===== src/rtl/unary_pkg.sv =====
// Shared definitions for the unary adder sequencer: FSM state encoding and the
// stream-ordering mode constants.
`default_nettype none

package unary_pkg;

    typedef enum logic [2:0] {
        IDLE  = 3'd0,
        CLEAR = 3'd1,
        RUN   = 3'd2,
        DRAIN = 3'd3,
        DONE  = 3'd4
    } state_t;

    localparam logic MODE_SIMUL = 1'b0;
    localparam logic MODE_ALT   = 1'b1;

endpackage

`default_nettype wire


===== src/rtl/unary_result_collector.sv =====
// Counts the valid/one bits the adder returns in answer to ready strobes,
// saturating at the stream length.
`default_nettype none

module unary_result_collector #(
    parameter int INPUT_WIDTH = 32,
    parameter int COUNT_WIDTH = $clog2(INPUT_WIDTH + 1)
) (
    input  logic                   clk_i,
    input  logic                   rst_ni,
    input  logic                   clear_i,
    input  logic [1:0]             ready_i,
    input  logic                   valid_i,
    input  logic                   y_i,
    output logic [COUNT_WIDTH-1:0] y_ones_o,
    output logic [COUNT_WIDTH-1:0] y_count_o
);

    localparam logic [COUNT_WIDTH-1:0] MAX_CNT = COUNT_WIDTH'(INPUT_WIDTH);

    logic                   rdy_q;
    logic [COUNT_WIDTH-1:0] ones_q;
    logic [COUNT_WIDTH-1:0] count_q;

    // The adder holds valid between strobes, so only the cycle after a strobe counts.
    always_ff @(posedge clk_i or negedge rst_ni) begin
        if (!rst_ni) begin
            rdy_q   <= 1'b0;
            ones_q  <= '0;
            count_q <= '0;
        end else begin
            rdy_q <= |ready_i;
            if (clear_i) begin
                ones_q  <= '0;
                count_q <= '0;
            end else if (rdy_q && valid_i) begin
                if (count_q != MAX_CNT) begin
                    count_q <= count_q + 1'b1;
                end
                if (y_i && (ones_q != MAX_CNT)) begin
                    ones_q <= ones_q + 1'b1;
                end
            end
        end
    end

    assign y_ones_o  = ones_q;
    assign y_count_o = count_q;

endmodule

`default_nettype wire


===== src/rtl/unary_adder_sequencer.sv =====
// Runs one unary addition job: thermometer-codes two binary operands into an
// adder, then reports the collected result counts.
`default_nettype none

module unary_adder_sequencer
    import unary_pkg::*;
#(
    parameter int INPUT_WIDTH = 32,
    parameter int COUNT_WIDTH = $clog2(INPUT_WIDTH + 1)
) (
    input  logic                   clk,
    input  logic                   reset,
    input  logic                   start,
    input  logic                   abort,
    input  logic                   mode,
    input  logic [COUNT_WIDTH-1:0] a_val,
    input  logic [COUNT_WIDTH-1:0] b_val,
    output logic                   busy,
    output logic                   done,
    output logic [COUNT_WIDTH-1:0] y_ones_o,
    output logic [COUNT_WIDTH-1:0] y_count_o,
    output logic                   u_a,
    output logic                   u_b,
    output logic [1:0]             u_ready,
    output logic                   u_reset_n,
    input  logic                   u_y,
    input  logic                   u_valid
);

    localparam int                     K_W        = COUNT_WIDTH + 1;
    localparam logic [COUNT_WIDTH-1:0] MAX_CNT    = COUNT_WIDTH'(INPUT_WIDTH);
    localparam logic [K_W-1:0]         LAST_SIMUL = K_W'(INPUT_WIDTH - 1);
    localparam logic [K_W-1:0]         LAST_ALT   = K_W'(2 * INPUT_WIDTH - 1);

    state_t                 state_q, state_d;
    logic [K_W-1:0]         k_q, k_d;
    logic [COUNT_WIDTH-1:0] a_lat_q, a_lat_d;
    logic [COUNT_WIDTH-1:0] b_lat_q, b_lat_d;
    logic                   mode_q, mode_d;
    logic                   busy_q, busy_d;
    logic                   done_q, done_d;
    logic                   u_a_q, u_a_d;
    logic                   u_b_q, u_b_d;
    logic [1:0]             u_ready_q, u_ready_d;
    logic                   u_reset_n_q, u_reset_n_d;
    logic                   accept;
    logic                   abort_job;
    logic [K_W-1:0]         last_k;

    function automatic logic [COUNT_WIDTH-1:0] clamp_cnt(input logic [COUNT_WIDTH-1:0] v);
        return (v > MAX_CNT) ? MAX_CNT : v;
    endfunction

    assign last_k = (mode_q == MODE_ALT) ? LAST_ALT : LAST_SIMUL;

    always_comb begin
        state_d   = state_q;
        k_d       = k_q;
        a_lat_d   = a_lat_q;
        b_lat_d   = b_lat_q;
        mode_d    = mode_q;
        accept    = 1'b0;
        abort_job = 1'b0;

        case (state_q)
            IDLE: begin
                if (start && !abort) begin
                    accept  = 1'b1;
                    a_lat_d = clamp_cnt(a_val);
                    b_lat_d = clamp_cnt(b_val);
                    mode_d  = mode;
                    state_d = CLEAR;
                end
            end
            CLEAR: begin
                k_d     = '0;
                state_d = RUN;
            end
            RUN: begin
                if (k_q == last_k) begin
                    state_d = DRAIN;
                end else begin
                    k_d = k_q + 1'b1;
                end
            end
            DRAIN:   state_d = DONE;
            DONE:    state_d = IDLE;
            default: state_d = IDLE;
        endcase

        if ((state_q != IDLE) && abort) begin
            abort_job = 1'b1;
            state_d   = IDLE;
        end
    end

    // Outputs are decoded from next-state values so they appear registered
    // in the same cycle the state does.
    always_comb begin
        u_ready_d = 2'b00;
        u_a_d     = 1'b0;
        u_b_d     = 1'b0;
        if (state_d == RUN) begin
            if (mode_d == MODE_SIMUL) begin
                u_ready_d = 2'b11;
                u_a_d     = (k_d < {1'b0, a_lat_d});
                u_b_d     = (k_d < {1'b0, b_lat_d});
            end else if (!k_d[0]) begin
                u_ready_d = 2'b01;
                u_a_d     = ((k_d >> 1) < {1'b0, a_lat_d});
            end else begin
                u_ready_d = 2'b10;
                u_b_d     = ((k_d >> 1) < {1'b0, b_lat_d});
            end
        end
        u_reset_n_d = !((state_d == CLEAR) || abort_job);
        busy_d      = (state_d != IDLE);
        done_d      = (state_d == DONE);
    end

    always_ff @(posedge clk or negedge reset) begin
        if (!reset) begin
            state_q     <= IDLE;
            k_q         <= '0;
            a_lat_q     <= '0;
            b_lat_q     <= '0;
            mode_q      <= MODE_SIMUL;
            busy_q      <= 1'b0;
            done_q      <= 1'b0;
            u_a_q       <= 1'b0;
            u_b_q       <= 1'b0;
            u_ready_q   <= 2'b00;
            u_reset_n_q <= 1'b0;
        end else begin
            state_q     <= state_d;
            k_q         <= k_d;
            a_lat_q     <= a_lat_d;
            b_lat_q     <= b_lat_d;
            mode_q      <= mode_d;
            busy_q      <= busy_d;
            done_q      <= done_d;
            u_a_q       <= u_a_d;
            u_b_q       <= u_b_d;
            u_ready_q   <= u_ready_d;
            u_reset_n_q <= u_reset_n_d;
        end
    end

    assign busy      = busy_q;
    assign done      = done_q;
    assign u_a       = u_a_q;
    assign u_b       = u_b_q;
    assign u_ready   = u_ready_q;
    assign u_reset_n = u_reset_n_q;

    unary_result_collector #(
        .INPUT_WIDTH (INPUT_WIDTH),
        .COUNT_WIDTH (COUNT_WIDTH)
    ) u_collector (
        .clk_i     (clk),
        .rst_ni    (reset),
        .clear_i   (accept),
        .ready_i   (u_ready_q),
        .valid_i   (u_valid),
        .y_i       (u_y),
        .y_ones_o  (y_ones_o),
        .y_count_o (y_count_o)
    );

endmodule

`default_nettype wire


===== config.mk =====
export PLATFORM = sky130hd
export DESIGN_NAME = unary_adder_sequencer
export DESIGN_NICKNAME = d
export VERILOG_FILES = /design/src/rtl/unary_pkg.sv /design/src/rtl/unary_result_collector.sv /design/src/rtl/unary_adder_sequencer.sv
export SDC_FILE = /design/constraint.sdc
export NUM_CORES = 1
export LEC_CHECK = 0
export ABC_AREA = 1
export CAP_MARGIN = 20
export CORE_MARGIN = 2
export CORE_UTILIZATION = 55
export DETAILED_ROUTE_END_ITERATION = 7
export GPL_ROUTABILITY_DRIVEN = 0
export PLACE_DENSITY = 0.84
export SYNTH_ARGS = -nofsm -noshare
export SYNTH_HDL_FRONTEND = slang
export SYNTH_SLANG_ARGS = --single-unit

===== constraint.sdc =====
create_clock -name clk -period 6 [get_ports clk]
set_input_delay 1.2 -clock clk [delete_from_list [all_inputs] [get_ports clk]]
set_output_delay 1.2 -clock clk [all_outputs]
set_load 0.1 [all_outputs]

==> flow_metrics.py, run 1 <==
metrics = {
    "floorplanning": {
        "core_um2": 4350,
        "die_h_um": 71.2,
        "ios": 38,
        "start_util_pct": 57.1,
        "chipWidth_um": 71.2,
        "dieArea_um2": 5070,
        "rows": 24,
    },
    "power_and_ir_drop": {
        "ir_worst_vdd_uv": 248,
        "power.total_mw": 1.58,
        "powerDensity_nw_per_um2": 531,
        "leakagePower_nw": 1.52,
    },
    "route": {
        "drt-met1-wl_um": 2210,
        "avgViaCountPerCell": 5.26,
        "wl_met3_um": 228,
        "routed-wl-met2_um": 2480,
        "first_pass_iters": 6,
        "vias": 2050,
        "drt_iter0_drc": 111,
        "drt_wl_total_um": 4980,
        "ant_nets": 0,
        "wl_per_cell_um": 12.8,
        "drc": 0,
        "top_layer_used": "met4",
    },
    "global_routing": {
        "grt_pass1_vias": 2025,
        "grt_use_total_pct": 22.3,
        "grt_max_degree": 44,
        "overflow": 0,
        "antenna_found_initial": 0,
        "grt_pass1_wl_um": 8850,
    },
    "cells_and_area": {
        "synthToLayoutAreaGrowth_pct": 19.7,
        "finish.utilization_pct": 68.4,
        "mostFrequentLayoutCells": "60 x nand2_1, 53 x inv_1, 43 x dfrtp_1",
        "n_antenna_cell": 0,
        "final_cell_area_um2": 2980,
        "drive_above_1_share_pct": 10.4,
        "final_common_cell": "nand2_1",
        "nets": 380,
    },
    "cts": {
        "cts_sinks": 43,
        "clk_pin_slew_worst_paths_ps": 80,
        "cts_max_path_buffers": 2,
        "root_buffer": "clkbuf_8",
        "holdBufCountCts": 0,
        "numCtsBuffers": 5,
        "clock_latency_ps": 300,
        "postCtsSetupBuffers": 0,
        "cts_tree": "yes",
        "htree_levels": 2,
        "cts_resized": 0,
    },
    "timing": {
        "fmax_ghz": 0.296,
        "setup_viol": 0,
        "drv_slew": 0,
        "whs_ps": 487,
        "worstMarginPinSlew_ps": 967,
        "fin_crit_sh_pct": 56.4,
        "fin_skew_ps": 3.79,
        "max-slew-margin-rel_pct": 35.4,
        "final_hold_viol_count": 0,
        "rsz0062_at_grt": "false",
        "finalSetupTns_ps": 0,
        "period_needed_ps": 3380,
    },
    "critical_path": {
        "worstPathCellList": "clkdlybuf4s50_1, inv_1, nand2_1, nor2_4, inv_2, nor2_4, a22oi_1, ha_1, a21oi_1, nand2_1, nand2_1, nand2_1, nand2_1, nand2_1, a21oi_1",
        "cp_slowest_cell": "clkdlybuf4s50_1",
        "critPathMaxFanout": 24,
        "endpoint_kind": "register",
        "reg2reg_to": "u_b",
        "critPathKind": "in2reg",
        "cp.arrival_ps": 3610,
        "rrSetupSlack_ps": 3340,
        "crit_required_ps": 6230,
        "cp-endpoint": "u_b",
        "max_stage_delay_ps": 390,
        "crit_top_cell": "nand2_1",
        "reg2reg_depth": 16,
        "worst_r2r_startpoint": "k_q[0]",
        "crit_path_start_kind": "input pin",
        "cp-startpoint": "abort",
    },
    "yosys": {
        "synth_seq_area_share_pct": 43.3,
        "ys_warn_count": 0,
        "synthesis.nets": 339,
        "ys_ff_latch": 43,
        "syn_inst": 297,
        "syn_area_um2": 2490,
        "yosysUniqueCellTypes": 28,
        "syn_avg_cell_area_um2": 8.37,
    },
    "place": {
        "post_dp_cell_area_um2": 2890,
        "dp_hpwl_um": 3840,
        "port-buffer-count": 37,
    },
    "run_status": {
        "run_status": "complete, no violations",
    },
    "job": {
        "cap_violations": 0,
    },
    "worst_hold_path": {
        "hold_class": "reg2reg",
    },
}
-- critical path: cells and delay by family --
family | cells | cell delay [ps]
adders and majority gates | 1 | 350
and+or+nand+nor | 8 | 850
buffers and inverters | 3 | 750
AOI/OAI and AO/OA | 3 | 430
-- synth_stat cells, drive strengths merged --
cell type | n | area [µm²]
a22oi | 7 | 57.6
nor2 | 20 | 103
nor3 | 6 | 30.0
o21bai | 2 | 15.0
dfrtp | 43 | 1080
a211oi | 2 | 25.0
or2 | 2 | 12.5
o21ai | 19 | 125
and3 | 1 | 6.26
o31ai | 1 | 7.51
a21oi | 17 | 85.1
buf | 3 | 27.5
ha | 23 | 288
nand2 | 67 | 269
xor2 | 1 | 8.76
a31oi | 1 | 6.26
nand3b | 2 | 15.0
nand3 | 23 | 115
inv | 57 | 214
-- layout make-up --
class | count | area (µm²)
clock buffers | 6 | 82.6
clock inverters | 1 | 5.00
fillers | 383 | 1380
inverters | 57 | 214
multi-input cells | 194 | 1170
flip-flops and latches | 43 | 1080
well taps | 52 | 65.1
repair buffers | 37 | 365
-- power breakdown --
part	internal, mW	total [mW]	switching (mW)	leakage [nW]
clock network	0.0904	0.186	0.0960	0.0470
registers	0.385	0.434	0.0491	0.561
logic	0.285	0.960	0.676	0.915
-- metrics by stage --
step | std cells | setup WS (ps)
5_1_grt | 390 | 2290
2_1_floorplan | 297 | 3240
3_5_place_dp | 383 | 2320
6_report | 390 | 2620
4_1_cts | 390 | 2590
3_3_place_gp | 383 | 2400
-- logic make-up (layout without fill, tap and decap cells) --
logic type / count (synthesis) / count (layout) / share of synthesized area [%]
and+or+nand+nor: 121 / 121 / 22.1
buffers and inverters: 60 / 101 / 9.71
AOI/OAI and AO/OA: 49 / 49 / 12.9
DFF: 43 / 43 / 43.3
adders and majority gates: 23 / 23 / 11.6
xor gates and xnor gates: 1 / 1 / 0.352
-- flip-flops by register name, summed over array words and instances, names as in the netlist --
name                   flops
k_q                        7
u_ready                    2
a_lat_q                    6
u_collector.y_ones_o       6
u_collector.rdy_q          1
u_b                        1
state_q                    3
b_lat_q                    6
done                       1
u_reset_n                  1
u_a                        1
u_collector.y_count_o      6
busy                       1
mode_q                     1
-- worst min-delay path by stage --
stage                     startpoint                 to  depth (start not counted)
after floorplan           a_lat_q[0]         a_lat_q[0]                          2
after global placement    u_ready[0]  u_collector.rdy_q                          1
after detailed placement  u_ready[1]  u_collector.rdy_q                          1
after CTS                 u_ready[1]  u_collector.rdy_q                          1
after global routing      u_ready[1]  u_collector.rdy_q                          1
final                     u_ready[1]  u_collector.rdy_q                          1
-- metal layers --
metal / track usage [%] / vias to the layer above
li1: - / 1037
met4: 6.71 / 0
met2: 37.9 / 46
met3: 4.64 / 9
met5: 0 / -
met1: 28.8 / 958
(Power assumes the default switching activity.)
==> inputs of run 2 (changes only) <==
Settings changed: CORE_UTILIZATION 55 to 49, PLACE_DENSITY 0.84 to 0.79.
Clock period 6 ns to 2.9 ns, I/O delays scaled along.
==> run 2 against run 1 <==
  * Clock skew barely moved
  * Sequential power rose by 110%
  * Non-clock buffer count rose by 8
  * Worst setup slack got worse by 2200 ps
  * Clock power rose by 140%
  * Die area rose by 12%
  * Register-to-register slack got worse by 2900 ps
  * Critical path depth rose by 5
  * Combinational power rose by 110%
  * Clock-buffer cell count did not move
  * Cell area rose by 1.6%
==> flow_metrics.py, run 2 (synthesized netlist as in run 1, its figures left out) <==
metrics = {
    "run_status": {
        "run_status": "complete, no violations",
    },
    "timing": {
        "final_hold_viol_count": 0,
        "drv_slew": 0,
        "fin_crit_sh_pct": 84.6,
        "fin_skew_ps": 3.33,
        "worstMarginPinSlew_ps": 961,
        "finalSetupTns_ps": 0,
        "max-slew-margin-rel_pct": 36.0,
        "period_needed_ps": 2450,
        "setup_viol": 0,
        "fmax_ghz": 0.408,
        "rsz0062_at_grt": "false",
    },
    "floorplanning": {
        "start_util_pct": 51.6,
        "rows": 25,
        "core_um2": 4820,
        "chipWidth_um": 75.2,
        "ios": 38,
        "die_h_um": 75.2,
        "dieArea_um2": 5660,
    },
    "global_routing": {
        "antenna_found_initial": 0,
        "grt_max_degree": 44,
        "grt_use_total_pct": 20.8,
        "overflow": 0,
        "grt_pass1_vias": 2068,
        "grt_pass1_wl_um": 8950,
    },
    "cells_and_area": {
        "mostFrequentLayoutCells": "60 x nand2_1, 53 x inv_1, 43 x dfrtp_1",
        "drive_above_1_share_pct": 17.6,
        "nets": 388,
        "multi_input_area_um2": 1170,
        "seq_area_um2": 1080,
        "fill_cells": 436,
        "synthToLayoutAreaGrowth_pct": 21.6,
        "regMostFlops": "k_q",
        "final_common_cell": "nand2_1",
        "largest_reg_flops": 7,
        "n_antenna_cell": 0,
    },
    "route": {
        "ant_nets": 0,
        "avgViaCountPerCell": 5.00,
        "wl_per_cell_um": 12.7,
        "drt_iter0_drc": 102,
        "first_pass_iters": 4,
        "drc": 0,
        "vias": 2065,
        "drt_wl_total_um": 5260,
    },
    "critical_path": {
        "critPathKind": "reg2reg",
        "path_buf_inv": 3,
        "reg2reg_to": "u_a",
        "worstPathCellList": "ha_1, nand3_1, nor2_2, nand2_2, nand2_2, inv_2, nand2_1, nand3_1, o21ai_0, buf_4, ha_1, nand2_1, inv_1, nand2_1, nand2_1, nand2_1, nand2_1, nand2_1, nand2_1, a21oi_1",
        "cp.arrival_ps": 2660,
        "path_delay_family": "simple AND/OR/NAND/NOR gates",
        "rrSetupSlack_ps": 450,
        "reg2reg_depth": 20,
        "max_stage_delay_ps": 380,
        "worst_r2r_startpoint": "k_q[1]",
        "crit_required_ps": 3110,
        "crit_top_cell": "nand2_1",
        "cp_slowest_cell": "dfrtp_1",
        "crit_path_start_kind": "register",
        "critPathMaxFanout": 5,
        "endpoint_kind": "register",
    },
    "cts": {
        "htree_levels": 2,
        "clock_latency_ps": 290,
        "cts_sinks": 43,
        "root_buffer": "clkbuf_8",
        "cts_resized": 0,
        "postCtsSetupBuffers": 0,
        "holdBufCountCts": 0,
        "cts_tree": "yes",
        "clk_pin_slew_worst_paths_ps": 80,
        "numCtsBuffers": 5,
        "cts_max_path_buffers": 2,
    },
    "place": {
        "dp_hpwl_um": 3990,
        "port-buffer-count": 37,
    },
    "worst_hold_path": {
        "hold_class": "in2async",
    },
    "power_and_ir_drop": {
        "leakagePower_nw": 1.60,
        "power.total_mw": 3.38,
        "ir_worst_vdd_uv": 670,
        "powerDensity_nw_per_um2": 1120,
    },
    "job": {
        "cap_violations": 0,
    },
}
run 2: cell types whose count changed in the layout (fill, tap and decap cells not counted):
| cell | previous run | this run |
|---|---|---|
| buf_4 | 0 | 27 |
| clkdlybuf4s50_1 | 36 | 17 |
| bufinv_16 | 0 | 1 |
| clkbuf_1 | 0 | 1 |
| clkbuf_8 | 6 | 5 |
| clkinv_2 | 1 | 0 |
run 2: layer usage:
metal / GRT usage, % / vias up / part of all wire, %
met5: 0 / - / 0
met4: 6.04 / 0 / 1.5
met3: 3.21 / 9 / 5.7
met2: 37.6 / 57 / 49
met1: 25.8 / 950 / 44
li1: - / 1049 / -
run 2: layout make-up:
type                       instances  area share, %
tap                               67           2.77
inverter                          57           7.08
multi-input combinational        194           38.7
clock buffer                       6           2.40
timing repair buffer              45           12.5
sequential                        43           35.6
clock inverter                     1          0.993
run 2: power by group:
part | internal, mW | total (mW) | leakage [nW] | switching, mW
clock network | 0.253 | 0.448 | 0.0513 | 0.195
registers | 0.796 | 0.899 | 0.561 | 0.103
logic | 0.599 | 2.03 | 0.986 | 1.43
run 2: worst max path at each step:
stage	start	endpoint	slack, ps	cells past startpoint
floorplan	u_collector.y_ones_o[0]	u_collector.y_ones_o[4]	540	10
global placement	abort	u_a	310	17
detailed placement	abort	u_b	250	17
CTS	k_q[1]	u_a	450	20
global route	k_q[1]	u_a	190	18
finish	k_q[1]	u_a	450	20
run 2: metrics by stage:
stage	area (µm²)	hold slack, ps	setup slack, ps	utilization [%]	std cells
finish	3020	439	447	62.8	413
global placement	2920	456	314	60.6	406
detailed placement	2920	459	254	60.6	406
floorplan	2490	284	540	-	297
CTS	3020	466	446	62.8	413
global route	3020	482	185	62.8	413
==> inputs of run 3 (changes only) <==
Settings changed: CORE_UTILIZATION 49 to 54, PLACE_DENSITY 0.79 to 0.83.
Clock period 2.9 ns to 2.56 ns, I/O delays scaled along.
==> run 3 against run 2 <==
  * Wire length rose by 3.7%
  * Sequential cell count unchanged
  * Critical path depth down 1
  * Fmax is 4.2% higher
  * Worst setup slack lost 240 ps
  * Critical endpoint unchanged
  * Largest power group unchanged
==> flow_metrics.py, run 3 (synthesized netlist as in run 1, its figures left out) <==
metrics = {
    "place": {
        "post-place-ws_ps": -52.2,
        "dp_hpwl_um": 4080,
        "port-buffer-count": 37,
        "post_dp_cell_area_um2": 2900,
    },
    "floorplanning": {
        "die_h_um": 71.9,
        "dieArea_um2": 5160,
        "start_util_pct": 56.7,
        "rows": 24,
        "core_um2": 4380,
        "ios": 38,
        "chipWidth_um": 71.9,
    },
    "global_routing": {
        "grt_pass1_vias": 2034,
        "grt_use_total_pct": 23.3,
        "grt_pass1_wl_um": 9250,
        "antenna_found_initial": 0,
        "grt_max_degree": 24,
        "overflow": 0,
    },
    "timing": {
        "fin_crit_sh_pct": 91.9,
        "drv_slew": 0,
        "finalWorstSetupSlack_ps": 206,
        "max-slew-margin-rel_pct": 67.1,
        "worstMarginPinSlew_ps": 494,
        "final_hold_viol_count": 0,
        "finalSetupTns_ps": 0,
        "whs_ps": 159,
        "setup_viol": 0,
        "fmax_ghz": 0.425,
        "fin_skew_ps": 8.57,
        "period_needed_ps": 2350,
    },
    "critical_path": {
        "max_stage_delay_ps": 380,
        "critPathKind": "reg2reg",
        "crit_path_start_kind": "register",
        "endpoint_kind": "register",
        "crit_top_cell": "nand2_1",
        "path_delay_family": "simple AND/OR/NAND/NOR gates",
        "cp.arrival_ps": 2580,
        "worstPathCellList": "ha_2, nand3_2, nor2_4, nand2_2, nand2_2, inv_2, nand2_2, nand3_2, o21ai_4, ha_1, nand2_1, inv_1, nand2_1, nand2_1, nand2_1, nand2_1, nand2_1, nand2_1, a21oi_1",
        "path_buf_inv": 2,
        "cp_slowest_cell": "dfrtp_1",
        "crit_required_ps": 2790,
        "critPathMaxFanout": 5,
    },
    "route": {
        "wl_per_cell_um": 13.5,
        "avgViaCountPerCell": 5.32,
        "ant_nets": 0,
        "first_pass_iters": 4,
        "drt_iter0_drc": 126,
        "vias": 2145,
        "drt_wl_total_um": 5450,
        "drc": 0,
    },
    "cells_and_area": {
        "multi_input_area_um2": 1220,
        "final_common_cell": "nand2_1",
        "drive_above_1_share_pct": 21.1,
        "mostFrequentLayoutCells": "59 x nand2_1, 53 x inv_1, 43 x dfrtp_1",
        "nets": 392,
        "final_cell_area_um2": 3070,
        "regMostFlops": "k_q",
        "synthToLayoutAreaGrowth_pct": 23.5,
        "largest_reg_flops": 7,
        "seq_area_um2": 1080,
        "fill_cells": 343,
        "n_antenna_cell": 0,
    },
    "cts": {
        "cts_sinks": 43,
        "cts_tree": "yes",
        "numCtsBuffers": 5,
        "htree_levels": 2,
        "cts_max_path_buffers": 2,
        "root_buffer": "clkbuf_8",
        "clk_pin_slew_worst_paths_ps": 80,
        "clock_latency_ps": 300,
    },
    "worst_hold_path": {
        "hold_class": "in2async",
    },
    "run_status": {
        "run_status": "complete, no violations",
    },
    "power_and_ir_drop": {
        "leakagePower_nw": 1.61,
        "ir_worst_vdd_uv": 651,
        "powerDensity_nw_per_um2": 1250,
    },
    "job": {
        "cap_violations": 0,
    },
}
-- run 3: cell types whose count changed in the layout (fill, tap and decap cells not counted), moves of 2 or more --
cell / delta
buf_4: +4
ha_1: -2
nand3_1: -2
nand3_2: +2
o21ai_0: -2
-- run 3: timing repair --
item / in CTS / in global routing
buffers inserted: 0 / 4
pin swaps: 0 / 1
endpoints found under the setup margin: 2 / 2
gates resized for setup: 2 / 10
cloned: 0 / 0
hold buffers: 0 / 0
-- run 3: layout make-up --
| type | count | share of cell area [%] |
|---|---|---|
| timing repair buffer | 49 | 13.3 |
| clock inverter | 2 | 0.408 |
| inverter | 57 | 6.97 |
| tap | 52 | 2.12 |
| clock buffer | 6 | 2.36 |
| sequential | 43 | 35.1 |
| multi-input combinational | 194 | 39.8 |
-- run 3: final timing paths --
| path | from | to | depth (start not counted) | slack [ps] |
|---|---|---|---|---|
| max | k_q[0] | u_a | 19 | 210 |
| min | reset | u_reset_n | 1 | 160 |
| max reg2reg | k_q[0] | u_a | 19 | 210 |
| min reg2reg | u_ready[1] | u_collector.rdy_q | 1 | 480 |
| max in group asynchronous | reset | k_q[0] | 2 | 1700 |
| min in group clk | u_ready[1] | u_collector.rdy_q | 1 | 480 |
-- run 3: layer usage --
metal	global-route usage [%]	share of wire, %
met2	40.2	49
met3	5.77	6.0
met4	6.92	2.2
met5	0	0
met1	29.0	43
-- run 3: per-stage QoR --
stage               instances  utilization [%]  power [mW]
global placement          391             66.2        3.24
floorplan                 297                -        2.78
CTS                       399             68.1        3.76
finish                    403             70.0        3.83
global route              403             70.0        4.14
detailed placement        391             66.2        3.31
-- run 3: where the power goes --
part           internal [mW]  switching, mW  leakage (nW)
clock network          0.191          0.239        0.0412
registers              0.902          0.131         0.561
logic                  0.717           1.65          1.01
total                   1.81           2.02          1.61
==> variant 1 (flow settings as in run 2) <==
`INPUT_WIDTH` is set to 32 in 2 places; all go to 64.
--- a/src/rtl/unary_result_collector.sv
+++ b/src/rtl/unary_result_collector.sv
@@ -5,3 +5,3 @@
 module unary_result_collector #(
-    parameter int INPUT_WIDTH = 32,
+    parameter int INPUT_WIDTH = 64,
     parameter int COUNT_WIDTH = $clog2(INPUT_WIDTH + 1)
--- a/src/rtl/unary_adder_sequencer.sv
+++ b/src/rtl/unary_adder_sequencer.sv
@@ -7,3 +7,3 @@
 #(
-    parameter int INPUT_WIDTH = 32,
+    parameter int INPUT_WIDTH = 64,
     parameter int COUNT_WIDTH = $clog2(INPUT_WIDTH + 1)
Ports: changed (resized a_val, b_val, y_count_o and y_ones_o); port bits go from 38 to 42. The function was not compared with the original's and may differ.
==> variant 1 against run 2 <==
  * Area after synthesis is 21% higher
  * Sequential cell count grew 5
  * Total power rose by 6.2%
  * Die area rose by 20%
  * Worst setup slack worse by 0.14 ns
  * Final area increased by 20%
  * Wire length grew 30%
  * Critical path type unchanged
  * Highest routed layer unchanged
==> variant 1: results (changes against run 2) <==
| Metric | Value |
|---|---|
| Count of cell types in the netlist | `36 (+29%)` |
| Sequential share of cell area | `33.2% (-2.4 points)` |
| Multi-input gates | `250 (+29%)` |
| Met1 Use GR | `27.3% (+1.5 points)` |
| DR vias | `2602 (+26%)` |
| Post-DP Area | `3480 sq um (+19%)` |
| I/O Buffers | `41 (+11%)` |
| Worst flop-to-flop path startpoint | `k_q[0]$_DFF_PN0_` |
| Grt met2 use | `38.2% (+0.60 points)` |
| Worst Reg-to-Reg Cells | `14 (-30%)` |
| Critical path destination | `u_a$_DFF_PN0_` |
| Post-synth top cells | `nand2_1 (70), inv_1 (61), dfrtp_1 (48)` |
| Iteration-0 DRC Markers | `130 (+27%)` |
| Worst setup path start | `k_q[0]$_DFF_PN0_` |
| Crit path DAT | `2.79 ns (+0.13 ns)` |
| DRT Wirelength | `6850 um (+30%)` |
| Crit-path max FO | `9 (+4)` |
| Max incr delay on CP | `0.42 ns (+0.04 ns)` |
| Status | `finished clean` |
| Largest net degree at the start of global routing | `20 (-55%)` |
| Clk Latency, worst-skew pair | `0.31 ns (+0.02 ns)` |
| ClkCell Share | `3.80% (+0.41 points)` |
| Worst Skew | `0.0118 ns (+0.00851 ns)` |
| # clock sinks | `48 (+12%)` |
| Filler cells | `523 (+20%)` |
| Non-clock inverter count | `72 (+26%)` |
| Met2 WL | `3410 um (+32%)` |
| Synth area leaders | `dfrtp_1 (40%), ha_1 (9.5%), nand2_1 (8.7%)` |
| Peak VDD IR | `0.717 mV (+7.1%)` |
| Max FFs per register | `8 (+1)` |
| First-pass GRT wire length | `11400 um (+28%)` |
| Final net count | `468 (+21%)` |
| GR Layer Usage met3 | `3.59% (+0.37 points)` |
| Synth Net Count | `417 (+23%)` |
| R2r setup slk | `0.30 ns (-0.14 ns)` |
| GRT Total Usage | `22.1% (+1.2 points)` |
| WL met3 | `266 um (-12%)` |
| DRT met1 WL | `2970 um (+30%)` |
| Final core occ | `61.1% (-1.7 points)` |
| Final-layout non-clock buffer area share | `11.0% (-1.5 points)` |
| Worst hold slack | `0.173 ns (-0.266 ns)` |
| Register area share after synthesis | `39.8% (-3.5 points)` |
==> variant 1: changes by cell type in the layout (fill, tap and decap cells not counted), moves of 6 or more <==
cell,before,now
nand2_1,60,70
nand4_1,0,6
o21ai_0,11,19
nand3_1,23,34
inv_1,53,61
nor2_1,15,24
==> variant 1: kinds of logic after synthesis <==
kind of cell	synth area share, %
simple gates	30.4
compound gates	9.95
xor+xnor	0.290
fa+ha+maj	9.54
buf+inv	9.99
flops	39.8
==> variant 1: stage by stage <==
step	worst slack [ns]	std cells	total power, W
floorplan	0.506	373	0.00255
global placement	0.137	492	0.00295
detailed placement	0.0389	492	0.00300
CTS	0.316	500	0.00359
global route	0.0698	500	0.00384
finish	0.304	500	0.00358
==> variant 1: report_power, final <==
group,total (W),switching [W],internal [W]
Sequential,0.000981,0.000113,0.000868
Combinational,0.00201,0.00145,0.000563
Clock,0.000589,0.000242,0.000347
Total,0.00358,0.00181,0.00178
==> variant 2 (flow settings as in run 2) <==
Made on the original files. Take the reset off `k_q` and load it in a clocked block of its own.
--- a/src/rtl/unary_adder_sequencer.sv
+++ b/src/rtl/unary_adder_sequencer.sv
@@ -123,3 +123,2 @@
             state_q     <= IDLE;
-            k_q         <= '0;
             a_lat_q     <= '0;
@@ -135,3 +134,2 @@
             state_q     <= state_d;
-            k_q         <= k_d;
             a_lat_q     <= a_lat_d;
@@ -146,2 +144,6 @@
         end
+    end
+
+    always_ff @(posedge clk) begin
+        k_q <= k_d;
     end
Function: same outputs for any inputs over 10 cycles, from zero or initial values and one cycle with reset low; that may be too few to reach the edited logic, so the function may still have changed.
==> variant 2 against run 2 <==
  * Hold slack worse by 0.073 ns
  * Final cell count rose by 0.48%
  * Sequential power about the same
  * Largest power group unchanged
  * Total power decreased by 2.7%
  * Final area shrank 1.5%
  * Sequential cell count did not move
  * Worst setup slack improved by 0.079 ns
  * Sequential share of layout area fell by 0.64 points
  * Wire length shrank 0.38%
  * Area after synthesis decreased by 1.4%
==> variant 2: results (changes against run 2) <==
| Metric | Value |
|---|---|
| Status | `finished clean` |
| Mean post-synth cell area | `8.25 sq um (-1.4%)` |
| Final-layout non-clock buffer area share | `12.9% (+0.44 points)` |
| Worst hold slack | `0.365 ns (-0.0734 ns)` |
| Iteration-0 DRC Markers | `120 (+18%)` |
| Final net count | `389 (+0.26%)` |
| GRT Total Usage | `22.0% (+1.1 points)` |
| Placed cell count | `407 (+0.25%)` |
| Peak VDD IR | `0.521 mV (-22%)` |
| WL met3 | `198 um (-34%)` |
| Worst Skew | `0.00845 ns (+0.00512 ns)` |
| Grt met2 use | `35.9% (-1.7 points)` |
| First-pass GRT wire length | `9160 um (+2.3%)` |
| FF/Latch Area | `1040 sq um (-3.3%)` |
| Leak pwr | `1.56 nW (-2.5%)` |
| Met1 Use GR | `28.0% (+2.2 points)` |
| R2r setup slk | `0.53 ns (+0.08 ns)` |
| Nonclk buf count | `46 (+2.2%)` |
| ClkCell Share | `2.86% (-0.54 points)` |
| Count of cell types in the netlist | `29 (+3.6%)` |
| Setup Buffers After CTS | `0 (unchanged)` |
| Synth area leaders | `dfrtp_1 (37%), ha_1 (12%), nand2_1 (9.2%)` |
| Fraction of area in multi-input gates | `39.2% (+0.58 points)` |
| Sum Neg Setup Slack | `0 ns (unchanged)` |
| Crit-path max FO | `5 (unchanged)` |
| Met2 WL | `2480 um (-4.1%)` |
| Register area share after synthesis | `42.5% (-0.81 points)` |
| Non-filler cells in the finished layout | `415 (+0.48%)` |
| Max incr delay on CP | `0.36 ns (-0.02 ns)` |
| Sequential share of cell area | `35.0% (-0.64 points)` |
| R2r endpoint | `u_b$_DFF_PN0_` |
| Largest net degree at the start of global routing | `37 (-16%)` |
| Worst flop-to-flop path startpoint | `k_q[0]$_DFF_P_` |
| GR Layer Usage met3 | `4.69% (+1.5 points)` |
| Synth async-reset ratio | `83.7% (-16 points)` |
| Routed len/inst | `12.6 um (-0.86%)` |
| P_sw | `0.00171 W (-0.98%)` |
| Post-DP Area | `2890 sq um (-0.94%)` |
| DRT met1 WL | `2350 um (+2.7%)` |
| Vias in the first global route | `2029 (-1.9%)` |
| Crit path DAT | `2.59 ns (-0.07 ns)` |
| CP max-delay cell | `dfxtp_1` |
| Hpwl dp | `4190 um (+5.0%)` |
[variant 2: cell types whose count changed in the layout (fill, tap and decap cells not counted)]
cell / change
bufinv_16: -1
dfrtp_1: -7
clkinvlp_4: +1
buf_4: +1
clkinv_2: +1
dfxtp_1: +7
[variant 2: how the worst max path moves through the flow]
| stage | startpoint | to |
|---|---|---|
| after floorplan | u_collector.y_ones_o[0]$_DFFE_PN0P_ | u_collector.y_ones_o[4]$_DFFE_PN0P_ |
| after global placement | abort | u_b$_DFF_PN0_ |
| after detailed placement | abort | u_b$_DFF_PN0_ |
| after CTS | k_q[0]$_DFF_P_ | u_b$_DFF_PN0_ |
| after global routing | k_q[1]$_DFF_P_ | u_b$_DFF_PN0_ |
| final | k_q[0]$_DFF_P_ | u_b$_DFF_PN0_ |
[variant 2: logic make-up (layout without fill, tap and decap cells)]
family | count (synthesis) | after routing | synth area share [%]
XOR/XNOR | 1 | 1 | 0.357
adder cells (fa/ha/maj) | 23 | 23 | 11.7
AND/OR/NAND/NOR | 121 | 121 | 22.5
flip-flops | 43 | 43 | 42.5
buffers and inverters | 60 | 111 | 9.85
AO/OA/AOI/OAI | 49 | 49 | 13.1
[variant 2: metrics by stage]
stage                     setup WS (ns)  utilization, %
final                             0.527            62.2
after global routing              0.189            62.2
after CTS                         0.512            62.2
after detailed placement          0.270            60.4
after global placement            0.361            60.4
after floorplan                   0.540               -
[variant 2: power by group through the flow]
stage	clock network [W]	logic (W)	registers, W
floorplan	0	0.000993	0.00147
CTS	0.000386	0.00203	0.000902
global route	0.000418	0.00225	0.000927
finish	0.000368	0.00201	0.000901
global placement	0	0.00197	0.000908
detailed placement	0	0.00202	0.000915
